### config.mk
export PLATFORM = sky130hd
export DESIGN_NAME = wheel_adc_reader
export DESIGN_NICKNAME = d
export VERILOG_FILES = /design/src/rtl/asteroids_adc_pkg.sv /design/src/rtl/wheel_avg_filter.sv /design/src/rtl/wheel_adc_reader.sv
export SDC_FILE = /design/constraint.sdc
export NUM_CORES = 1
export LEC_CHECK = 0
export CAP_MARGIN = 20
export CORE_ASPECT_RATIO = 1.25
export CORE_UTILIZATION = 58
export CTS_CLUSTER_SIZE = 8
export DETAILED_ROUTE_END_ITERATION = 8
export PLACE_DENSITY = 0.83
export SYNTH_ARGS = -nofsm -noshare
export SYNTH_HDL_FRONTEND = slang
export SYNTH_SLANG_ARGS = --single-unit
export TNS_END_PERCENT = 100
### constraint.sdc
create_clock -name clk -period 4 [get_ports clk]
set_input_delay 0.4 -clock clk [delete_from_list [all_inputs] [get_ports clk]]
set_output_delay 0.4 -clock clk [all_outputs]
set_load 0.005 [all_outputs]
### src/rtl/asteroids_adc_pkg.sv
// Shared types and constants for the steering-wheel ADC reader.
// WHEEL_SCALE is the downstream multiplier that bounds the wheel clamp.
package asteroids_adc_pkg;

   typedef enum logic [1:0] {
      IDLE     = 2'd0,
      CMD      = 2'd1,
      WAIT_RSP = 2'd2,
      FILTER   = 2'd3
   } state_t;

   localparam logic [4:0] WHEEL_CH    = 5'd1;
   localparam int         WHEEL_SCALE = 34;

   function automatic logic [12:0] abs_diff13(input logic [11:0] a, input logic [11:0] b);
      logic [12:0] wa;
      logic [12:0] wb;
      wa = {1'b0, a};
      wb = {1'b0, b};
      return (wa >= wb) ? (wa - wb) : (wb - wa);
   endfunction

endpackage

### src/rtl/wheel_avg_filter.sv
// Box-car average of 2^AVG_LOG2 samples, clamp to WHEEL_MAX and deadband
// hysteresis; publishes wheel with a one-cycle update strobe.
module wheel_avg_filter
   import asteroids_adc_pkg::*;
#(
   parameter int          AVG_LOG2  = 2,
   parameter int          DEADBAND  = 2,
   parameter logic [11:0] WHEEL_MAX = 12'hF0F
) (
   input  logic        clk,
   input  logic        resetN,
   input  logic        sample_valid,
   input  logic [11:0] sample_data,
   input  logic        filter_en,
   output logic        last_sample,
   output logic [11:0] wheel,
   output logic        wheel_update
);

   localparam int ACC_W = 12 + AVG_LOG2;
   localparam int CNT_W = AVG_LOG2 + 1;
   localparam int N     = 1 << AVG_LOG2;

   logic [ACC_W-1:0] acc_q, acc_d;
   logic [CNT_W-1:0] cnt_q, cnt_d;
   logic             primed_q, primed_d;
   logic [11:0]      wheel_q, wheel_d;
   logic             upd_q, upd_d;
   logic [11:0]      avg;
   logic [11:0]      clamped;
   logic [12:0]      diff;

   assign last_sample  = (cnt_q == CNT_W'(N - 1));
   assign wheel        = wheel_q;
   assign wheel_update = upd_q;

   always_comb begin
      acc_d    = acc_q;
      cnt_d    = cnt_q;
      primed_d = primed_q;
      wheel_d  = wheel_q;
      upd_d    = 1'b0;
      avg      = 12'(acc_q >> AVG_LOG2);
      clamped  = (avg > WHEEL_MAX) ? WHEEL_MAX : avg;
      diff     = abs_diff13(clamped, wheel_q);
      if (filter_en) begin
         // The first average always loads; the strobe still only fires on a real change.
         if (!primed_q || diff > 13'(DEADBAND)) begin
            wheel_d  = clamped;
            upd_d    = (clamped != wheel_q);
            primed_d = 1'b1;
         end
         acc_d = '0;
         cnt_d = '0;
      end else if (sample_valid) begin
         acc_d = acc_q + ACC_W'(sample_data);
         cnt_d = cnt_q + CNT_W'(1);
      end
   end

   always_ff @(posedge clk or negedge resetN) begin
      if (!resetN) begin
         acc_q    <= '0;
         cnt_q    <= '0;
         primed_q <= 1'b0;
         wheel_q  <= '0;
         upd_q    <= 1'b0;
      end else begin
         acc_q    <= acc_d;
         cnt_q    <= cnt_d;
         primed_q <= primed_d;
         wheel_q  <= wheel_d;
         upd_q    <= upd_d;
      end
   end

endmodule

### src/rtl/wheel_adc_reader.sv
// Periodically requests a conversion of the steering potentiometer from the
// MAX10 ADC sequencer (Avalon-ST) and feeds accepted results to the filter.
module wheel_adc_reader
   import asteroids_adc_pkg::*;
#(
   parameter logic [4:0]  CHANNEL    = WHEEL_CH,
   parameter int          SAMPLE_DIV = 50000,
   parameter int          AVG_LOG2   = 2,
   parameter int          DEADBAND   = 2,
   parameter logic [11:0] WHEEL_MAX  = 12'hF0F,
   parameter int          TIMEOUT    = 1023
) (
   input  logic        clk,
   input  logic        resetN,
   output logic        cmd_valid,
   output logic [4:0]  cmd_channel,
   output logic        cmd_startofpacket,
   output logic        cmd_endofpacket,
   input  logic        cmd_ready,
   input  logic        rsp_valid,
   input  logic [4:0]  rsp_channel,
   input  logic [11:0] rsp_data,
   output logic [11:0] wheel,
   output logic        wheel_update,
   output logic        adc_err,
   output state_t      dbg_state
);

   // Command side: cmd_valid holds until cmd_ready; the transfer happens on the
   // cycle both are high and cmd_valid drops the next cycle. Response side has
   // no backpressure: a response counts only in WAIT_RSP with our channel.

   localparam int DIV_W = $clog2(SAMPLE_DIV);
   localparam int TO_W  = $clog2(TIMEOUT + 1);

   state_t          state_q, state_d;
   logic [DIV_W-1:0] div_q, div_d;
   logic [TO_W-1:0]  to_q, to_d;
   logic             err_q, err_d;
   logic             tick;
   logic             accept;
   logic             sample_valid;
   logic             filter_en;
   logic             last_sample;

   assign tick              = (div_q == DIV_W'(SAMPLE_DIV - 1));
   assign div_d             = tick ? '0 : div_q + DIV_W'(1);
   assign accept            = rsp_valid && (rsp_channel == CHANNEL);
   assign cmd_channel       = CHANNEL;
   assign cmd_startofpacket = cmd_valid;
   assign cmd_endofpacket   = cmd_valid;
   assign adc_err           = err_q;
   assign dbg_state         = state_q;

   always_comb begin
      state_d      = state_q;
      to_d         = to_q;
      err_d        = err_q;
      sample_valid = 1'b0;
      filter_en    = 1'b0;
      cmd_valid    = 1'b0;
      case (state_q)
         IDLE: begin
            if (tick) state_d = CMD;
         end
         CMD: begin
            cmd_valid = 1'b1;
            if (cmd_ready) begin
               state_d = WAIT_RSP;
               to_d    = '0;
            end
         end
         WAIT_RSP: begin
            if (accept) begin
               sample_valid = 1'b1;
               err_d        = 1'b0;
               state_d      = last_sample ? FILTER : IDLE;
            end else if (to_q == TO_W'(TIMEOUT)) begin
               // Partial sums stay in the filter and resume with later samples.
               err_d   = 1'b1;
               state_d = IDLE;
            end else begin
               to_d = to_q + TO_W'(1);
            end
         end
         FILTER: begin
            filter_en = 1'b1;
            err_d     = 1'b0;
            state_d   = IDLE;
         end
         default: state_d = IDLE;
      endcase
   end

   always_ff @(posedge clk or negedge resetN) begin
      if (!resetN) begin
         state_q <= IDLE;
         div_q   <= '0;
         to_q    <= '0;
         err_q   <= 1'b0;
      end else begin
         state_q <= state_d;
         div_q   <= div_d;
         to_q    <= to_d;
         err_q   <= err_d;
      end
   end

   wheel_avg_filter #(
      .AVG_LOG2 (AVG_LOG2),
      .DEADBAND (DEADBAND),
      .WHEEL_MAX(WHEEL_MAX)
   ) u_filter (
      .clk         (clk),
      .resetN      (resetN),
      .sample_valid(sample_valid),
      .sample_data (rsp_data),
      .filter_en   (filter_en),
      .last_sample (last_sample),
      .wheel       (wheel),
      .wheel_update(wheel_update)
   );

endmodule

Yosys cells after proc, flatten, opt, wreduce, memory -nomap -nowiden
Cells that the tools add are included.
Widths: inputs -> output; s select.
- bits in registers: 60
- input bits: 21
- output and inout bits: 24
- logic and storage cells: 68
- add/sub/neg operators: 6
- magnitude comparators: 3
- equal/unequal tests: 13
- muxes and demuxes: 26
- reduce and logical (&&, ||, !) cells: 11
- operators with widths (cell ; count):
    $mux 10 ; 3
    $mux 14 ; 2
    $sub 12x12->13 ; 2
    $pmux 10 s2 ; 1
    $add 16x1->16 const B ; 1
    $eq 16x16->1 const B ; 1
    $mux 16 ; 1
    $add 14x12->14 ; 1
    $gt 13x2->1 const B ; 1
    $mux 13 ; 1
    $ge 12x12->1 ; 1
    $gt 12x12->1 const B ; 1
    $mux 12 ; 1
    $ne 12x12->1 ; 1
    $add 10x1->10 const B ; 1
    $eq 10x10->1 const B ; 1
    $mux 2 ; 5
    $mux 1 ; 8
    $ne 2x2->1 const B ; 4
    $pmux 2 s4 ; 1
    $mux 3 ; 2
    $reduce_bool 2->1 ; 3
    $eq 5x1->1 const B ; 1
    $eq 2x2->1 const B ; 2
    12 further kinds ; 13

Depth between registers and ports, before layout
Gate-level depths: netlist (run 1).
- depth in word-level cells: 8
- depth in mapped cells: 16
- mapped depth without buffers: 15

Cells and area by module
A second synthesis (run 1) with hierarchy kept.
- cell total of the unflattened synthesis: 518
- area, all modules: 4660.7 um2
- by module, submodules not included (module ; times used ; cells an instance ; area each (um2) ; seq. area each (um2)):
    wheel_avg_filter ; 1 ; 359 ; 3080.5 ; 775.7
    wheel_adc_reader ; 1 ; 159 ; 1580.3 ; 725.7

Least setup slack after synthesis (run 1)
No wires, ideal clock.
- kind: flip-flop to flip-flop
- from: register u_filter.acc_q[9]
- to: register u_filter.wheel_q[2] (netlist: u_filter.wheel[2])
- setup time: 0.129 ns
- arrival time: 3.452 ns
- required time: 3.871 ns
- setup slack: 0.419 ns
- stages on the path, launching flop included: 17
- path buffers: 2
- clock period less this slack: 3.581 ns
- path through: dfrtp_1 > nor4_2 > nor2_1 > or2_2 > ha_1 > buf_2 > and3b_1 > o22ai_2 > a31oi_2 > a2111oi_2 > o21ai_1 > o2111ai_1 > or4b_1 > a21oi_2 > a41oi_4 > buf_6 > mux2i_1
- cells in the longest elaborated chain, start to end: 7
- elaborated cells between the ends (all ways): 9
- classes of those cells: 2 x add/sub; 3 x order compare; 2 x mux; 2 x reduce/logical
- ends and longest elaborated chain (item ; line ; source):
    start, declared ; wheel_avg_filter.sv:24 ; logic [ACC_W-1:0] acc_q, acc_d;
    start signal, assigned ; wheel_avg_filter.sv:63 ; acc_q <= '0;
    start signal, assigned ; wheel_avg_filter.sv:69 ; acc_q <= acc_d;
    $gt 12x12->1 ; wheel_avg_filter.sv:44 ; clamped = (avg > WHEEL_MAX) ? WHEEL_MAX : avg;
    $mux 12 * ; wheel_avg_filter.sv:44 ;
    $sub 12x12->13 or $ge 12x12->1 (tied branches) ; asteroids_adc_pkg.sv:20 ; return (wa >= wb) ? (wa - wb) : (wb - wa);
    $mux 13 ; asteroids_adc_pkg.sv:20 ;
    $gt 13x2->1 ; wheel_avg_filter.sv:48 ; if (!primed_q || diff > 13'(DEADBAND)) begin
    $logic_or 1x1->1 ; wheel_avg_filter.sv:48 ;
    $reduce_and 2->1 (no line) ; - ;
    end signal, assigned ; wheel_avg_filter.sv:72 ; wheel_q <= wheel_d;
    end, declared ; wheel_avg_filter.sv:27 ; logic [11:0] wheel_q, wheel_d;
Every way passes the cells marked *; elsewhere a longest branch is shown, timed or not.
A chain may end at the register's enable or synchronous reset.

Worst setup path in the final report (run 1)
- from: register u_filter.acc_q[9]
- to: register u_filter.wheel_q[0] (netlist: u_filter.wheel[0])
- cells in the longest elaborated chain, start to end: 7
- elaborated cells between the ends (all ways): 9
- classes of those cells: 2 x add/sub; 3 x order compare; 2 x mux; 2 x reduce/logical
- ends and longest elaborated chain (item ; line ; source):
    $gt 12x12->1 * ; wheel_avg_filter.sv:44 ;
    $mux 12 * ; wheel_avg_filter.sv:44 ;
    named net u_filter.clamped[0] ; wheel_avg_filter.sv:30 ; logic [11:0] clamped;
    $sub 12x12->13 or $ge 12x12->1 (tied branches) ; asteroids_adc_pkg.sv:20 ;
    $mux 13 ; asteroids_adc_pkg.sv:20 ;
    $gt 13x2->1 ; wheel_avg_filter.sv:48 ;
    $logic_or 1x1->1 ; wheel_avg_filter.sv:48 ;
    $reduce_and 2->1 (no line) ; - ;
Mark *: on every way through the listed nets, which the timed path passes. The rest lies on a longest branch.

==> impl_metrics.yaml, run 1 <==
synth:
  yosysWarnings: 0
  async_flop_share_pct: 100
  yosysMostFrequentCell: "dfrtp_1"
  yosys.area.top_type_share_pct: 33.9
  ys.flop_type: "dfrtp_1"
  ys_ff_latch: 60
  synth-edff-count: 0
  synthCells: 484
  synthesis.area_um2: 4420
  yosysTopAreaCell: "dfrtp_1"
  netlist_top_cells_count: "dfrtp_1 (60), ha_1 (39), inv_1 (36)"
  synth_cell_types: 63
  seq_area_frac_synth_pct: 33.9
  ys_top_cells_by_area: "dfrtp_1 (34%), ha_1 (11%), mux2i_1 (4.8%), xnor2_1 (4.2%), o21ai_0 (3.2%)"
  postSynthAreaPerCell_um2: 9.14
power_and_ir_drop:
  powerDensity_nw_per_um2: 685
  pwr-share-seq_pct: 21.8
  internal_power_mw: 2.00
  p_sw_share_pct: 43.3
  power.switching_mw: 1.53
  combPwrFrac_pct: 63.3
  clkPwrFrac_pct: 15.0
  irDropWorstVdd_uv: 724
  leakage_nw: 2.45
route:
  drt-initial-drc-count: 156
  postRouteAntennaNets: 0
  drc: 0
  drt_pass1_iterations: 4
  vias: 3707
  wirelength_um: 10200
  wl_per_cell_um: 16.5
  via_per_inst: 5.97
global_route:
  grt_max_degree: 38
  grt_pass1_wl_um: 17200
  track_usage_pct: 27.9
  grt_pass1_vias: 3770
  grt-ovfl-total: 0
  antenna_found_initial: 0
floorplan:
  floorplan.initialDensity_pct: 60.1
  fp-row-count: 35
  core_um2: 7360
  die-area_um2: 7980
  dieWidth_um: 80.1
  ios: 45
  die-height_um: 99.6
worst_setup_path:
  r2r-end: "u_filter.wheel[0]$_DFFE_PN0P_"
  start_kind: "register"
  r2r-start: "u_filter.acc_q[9]$_DFFE_PN0P_"
  worst_ep_required_time_ns: 4.25
  r2r.worst_path.cells: 16
  end_kind: "register"
  critPathMaxFanout: 7
  r2r_slack_ns: 0.15
  crit_path_start: "u_filter.acc_q[9]$_DFFE_PN0P_"
  crit_arrival_ns: 4.10
  path_class: "register to register"
clock_network:
  postCtsHoldBufs: 0
  cts_buffers: 9
  clock-sinks: 60
  cts_tree: "built"
  clock_latency_ns: 0.34
  path_clk_slew_ns: 0.07
  clockBufferDepth: 2
  ctsRootBufferMaster: "clkbuf_8"
  cts_max_level: 3
final_layout:
  nets: 587
  drive_above_1_share_pct: 11.0
  area_delta_synth_final_pct: 16.5
  antenna_cells: 0
  fillCellCount: 569
  fin_util_pct: 70.1
sta:
  worst_pin_slew_ns: 1.01
  period_minus_slack_ns: 3.85
  fin_crit_sh_pct: 96.2
  hold_viol: 0
  slew_viol_final: 0
  clock_skew_ns: 0.00762
  max_freq_mhz: 260
  rsz0062_at_grt: "no"
  worst_slack_ns: 0.152
  max-slew-margin-rel_pct: 32.6
  setup_viol: 0
hold_path:
  hp-class: "primary input to async pin"
placement:
  port_buffers: 39
  hpwl_um: 7760
  pre_cts_slack_ns: -0.170
  gp_congestion: 0.898
status:
  status: "completed"
run:
  maxCapViolations: 0
## cell type report
class                      instances  area, um2  share of cell area (%)
clock buffer                       9        124                    2.40
clock inverter                     7       67.6                    1.31
inverter                          36        135                    2.62
multi-input combinational        364       2710                    52.6
sequential                        60       1500                    29.2
tap                               92        115                    2.23
timing repair buffer              53        498                    9.66
## placed cells by master, fill, tap and decap left out, drive strengths merged, types with 5 or more instances in the layout
cell	n
dfrtp	60
ha	39
clkdlybuf4s50	38
inv	36
nand2	34
o21ai	30
nor2	29
a21oi	27
nand3	26
xnor2	21
mux2i	21
xor2	16
a21o	15
buf	15
and3	12
nand4	12
nor2b	10
clkbuf	9
nor3	8
conb	5
## flip-flops by register name, indices dropped and copies added (netlist names)
name                   flops
adc_err                    1
dbg_state                  2
div_q                     16
to_q                      10
u_filter.acc_q            14
u_filter.cnt_q             3
u_filter.primed_q          1
u_filter.wheel            12
u_filter.wheel_update      1
## power groups by stage
stage	Combinational, mW	Clock (mW)	Sequential, mW
floorplan	1.61	0	0.758
global placement	2.03	0	0.768
detailed placement	2.06	0	0.774
CTS	2.13	0.535	0.763
global route	2.42	0.566	0.779
finish	2.23	0.529	0.768
## routing by layer
layer | routed length, um | part of all wire [%] | track usage (%)
met1 | 3950 | 39 | 30.6
met5 | 0 | 0 | 0
met4 | 395 | 3.9 | 15.0
met2 | 5540 | 54 | 51.3
met3 | 338 | 3.3 | 3.58
## worst max-delay path, cell delays in order, from the launching register on
cell and delay [ns]:
dfrtp_1 0.42, nor4_4 0.32, nor2_2 0.08, or2_2 0.30
inv_1 0.08, ha_1 0.20, inv_1 0.07, fa_1 0.41
a31o_2 0.25, a21o_1 0.21, a31oi_1 0.19, mux2i_1 0.11
xnor2_1 0.15, nor4_2 0.40, a41oi_4 0.21, buf_6 0.20
mux2i_1 0.17
## cells by family after synthesis
logic type               synth area share [%]
XOR/XNOR                                 7.33
buffers and inverters                    6.51
other                                   0.170
multiplexers                             5.01
flip-flops                               33.9
AND/OR/NAND/NOR                          18.4
AO/OA/AOI/OAI                            16.2
adder cells (fa/ha/maj)                  12.4
## how the worst max path moves through the flow
| stage | endpoint | slack [ns] |
|---|---|---|
| final | u_filter.wheel[0]$_DFFE_PN0P_ | 0.15 |
| after detailed placement | u_filter.wheel[0]$_DFFE_PN0P_ | -0.17 |
| after global routing | u_filter.wheel[10]$_DFFE_PN0P_ | 0.02 |
| after floorplan | u_filter.wheel[2]$_DFFE_PN0P_ | 0.42 |
| after global placement | u_filter.wheel[7]$_DFFE_PN0P_ | -0.05 |
| after CTS | u_filter.wheel[0]$_DFFE_PN0P_ | 0.03 |
## stage by stage
stage	power [mW]	cell area, um2	cells	setup TNS, ns	hold slack (ns)
6_report	3.53	5150	621	0	0.159
5_1_grt	3.76	5150	621	0	0.226
4_1_cts	3.43	5080	618	0	0.179
3_5_place_dp	2.84	4860	601	-1.16	0.451
3_3_place_gp	2.80	4860	601	-0.316	0.449
2_1_floorplan	2.37	4430	487	0	0.104
## what timing repair did
item | CTS | global route
hold endpoints to repair | 0 | 0
setup buffers | 1 | 3
pin swaps | 1 | 8
resized for setup | 3 | 11
setup endpoints to repair | 13 | 13
cloned | 0 | 0
Note: power is estimated with default switching activity, not from simulation.
==> run 2: changes to the inputs <==
Settings changed: SETUP_SLACK_MARGIN set to 0.3, TNS_END_PERCENT 100 to not set.
==> run 2 against run 1 <==
Effect of this change: final cell count up 1.4%; sequential power about the same; cell area is 2.8% higher; register-to-register slack better by 0.05 ns; power increased by 8.2%; first-iteration DRC count is 3.8% lower; non-clock buffer count up 9; highest routed layer unchanged; largest power group unchanged; worst hold slack improved by 0.0017 ns; critical path depth stayed put.
==> impl_metrics.yaml, run 2 (synthesis results as in run 1) <==
sta:
  fin_crit_sh_pct: 95.1
  clock_skew_ns: 0.00790
  slew_viol_final: 0
  max_freq_mhz: 263
  setup_tns_ns: 0
  timing.hold.ws_ns: 0.161
  setup_viol: 0
  max-slew-margin-rel_pct: 33.6
  period_minus_slack_ns: 3.80
  worst_pin_slew_ns: 0.995
  hold_viol: 0
  rsz0062_at_grt: "yes"
worst_setup_path:
  worst_ep_required_time_ns: 4.26
  critPathMaxStageDelay_ns: 0.43
  cp_cell_sequence: "nor4_4, nor2_4, or2_4, ha_4, nor2b_4, o211ai_1, a31oi_4, buf_6, a21o_1, a21oi_2, mux2i_2, xor2_1, nor4_2, a41oi_4, buf_6, mux2i_1"
  cpMaxStageDelayCell: "dfrtp_2"
  critical_path.top_delay_family: "simple AND/OR/NAND/NOR gates"
  critPathMostFrequentCell: "buf_6"
  cp_num_buf_inv: 2
  end_kind: "register"
  path_class: "register to register"
  crit_arrival_ns: 4.06
  start_kind: "register"
  critPathMaxFanout: 7
clock_network:
  ctsRootBufferMaster: "clkbuf_8"
  cts_tree: "built"
  path_clk_slew_ns: 0.07
  cts_max_level: 3
  clockBufferDepth: 2
  clock-sinks: 60
  clock_latency_ns: 0.34
  cts_buffers: 9
route:
  wl_per_cell_um: 17.1
  drt_pass1_iterations: 5
  via_per_inst: 5.98
  drt-initial-drc-count: 150
  drc: 0
  vias: 3766
  postRouteAntennaNets: 0
  wirelength_um: 10800
floorplan:
  core_um2: 7360
  dieWidth_um: 80.1
  ios: 45
  fp-row-count: 35
  floorplan.initialDensity_pct: 60.1
  die-height_um: 99.6
  die-area_um2: 7980
placement:
  placed_cell_area_um2: 4860
  port_buffers: 39
  dp_cells: 601
  hpwl_um: 7760
  gp_congestion: 0.898
power_and_ir_drop:
  irDropWorstVdd_uv: 800
  leakage_nw: 2.50
  power.total_mw: 3.82
  powerDensity_nw_per_um2: 721
final_layout:
  antenna_cells: 0
  layout.cells.most_common: "dfrtp_1"
  drive_above_1_share_pct: 14.7
  final_cells: 630
  area_delta_synth_final_pct: 19.8
  largest_reg_flops: 16
  fin_area_um2: 5300
  final_cell_mix: "dfrtp_1 (57), clkdlybuf4s50_1 (38), inv_1 (35), ha_1 (35), nand2_1 (31)"
  nets: 596
  regMostFlops: "div_q"
  fillCellCount: 539
status:
  status: "completed"
hold_path:
  hp-class: "primary input to async pin"
global_route:
  antenna_found_initial: 0
  track_usage_pct: 28.5
  grt_pass1_wl_um: 17500
  grt-ovfl-total: 0
  grt_max_degree: 38
  grt_pass1_vias: 3840
run:
  maxCapViolations: 0
## run 2: routing by layer
metal / share of wire [%] / track usage, %
met2: 55 / 53.0
met3: 3.5 / 3.76
met4: 4.2 / 15.1
met5: 0 / 0
met1: 38 / 30.9
## run 2: cell type report
type	instances	area [um2]	area share [%]
Inverter	36	135	2.55
Timing Repair Buffer	62	569	10.7
Multi-Input combinational cell	364	2780	52.5
Clock buffer	9	124	2.34
Sequential cell	60	1510	28.4
Clock inverter	7	67.6	1.28
Tap cell	92	115	2.17
## run 2: worst register-to-register path, stage by stage, from the launching register on
cell and delay, ns:
dfrtp_2 0.43, nor4_4 0.37, nor2_4 0.08, or2_4 0.29, ha_4 0.26, nor2b_4 0.13
o211ai_1 0.28, a31oi_4 0.17, buf_6 0.15, a21o_1 0.15, a21oi_2 0.16, mux2i_2 0.10
xor2_1 0.17, nor4_2 0.42, a41oi_4 0.21, buf_6 0.20, mux2i_1 0.17
## run 2: path summary, 6_finish.rpt
check	slack, ns	depth (start not counted)	to	start
setup / recovery	0.20	16	u_filter.wheel[0]$_DFFE_PN0P_	u_filter.acc_q[7]$_DFFE_PN0P_
hold / removal	0.16	1	to_q[2]$_DFFE_PN0P_	resetN
setup reg to reg	0.20	16	u_filter.wheel[0]$_DFFE_PN0P_	u_filter.acc_q[7]$_DFFE_PN0P_
hold reg to reg	0.46	1	div_q[0]$_DFF_PN0_	div_q[0]$_DFF_PN0_
max in group asynchronous	2.99	2	u_filter.acc_q[10]$_DFFE_PN0P_	resetN
min in group clk	0.46	1	div_q[0]$_DFF_PN0_	div_q[0]$_DFF_PN0_
## run 2: stage by stage
stage / util [%] / setup WS (ns)
after global placement: 66.0 / -0.0485
after CTS: 70.8 / 0.288
final: 72.0 / 0.197
after floorplan: - / 0.419
after global routing: 72.0 / 0.0774
after detailed placement: 66.0 / -0.170
## run 2: where the power goes
group / total [mW] / internal (mW) / switching (mW)
registers: 0.769 / 0.683 / 0.0853
clock network: 0.529 / 0.284 / 0.245
logic: 2.52 / 1.18 / 1.34
total: 3.82 / 2.15 / 1.67
## run 2: repair_timing
action | in CTS | in global routing
endpoints found under the setup margin | 13 | 13
gates resized for setup | 20 | 14
buffers inserted | 8 | 5
hold buffers | 0 | 0
pin swaps | 16 | 9
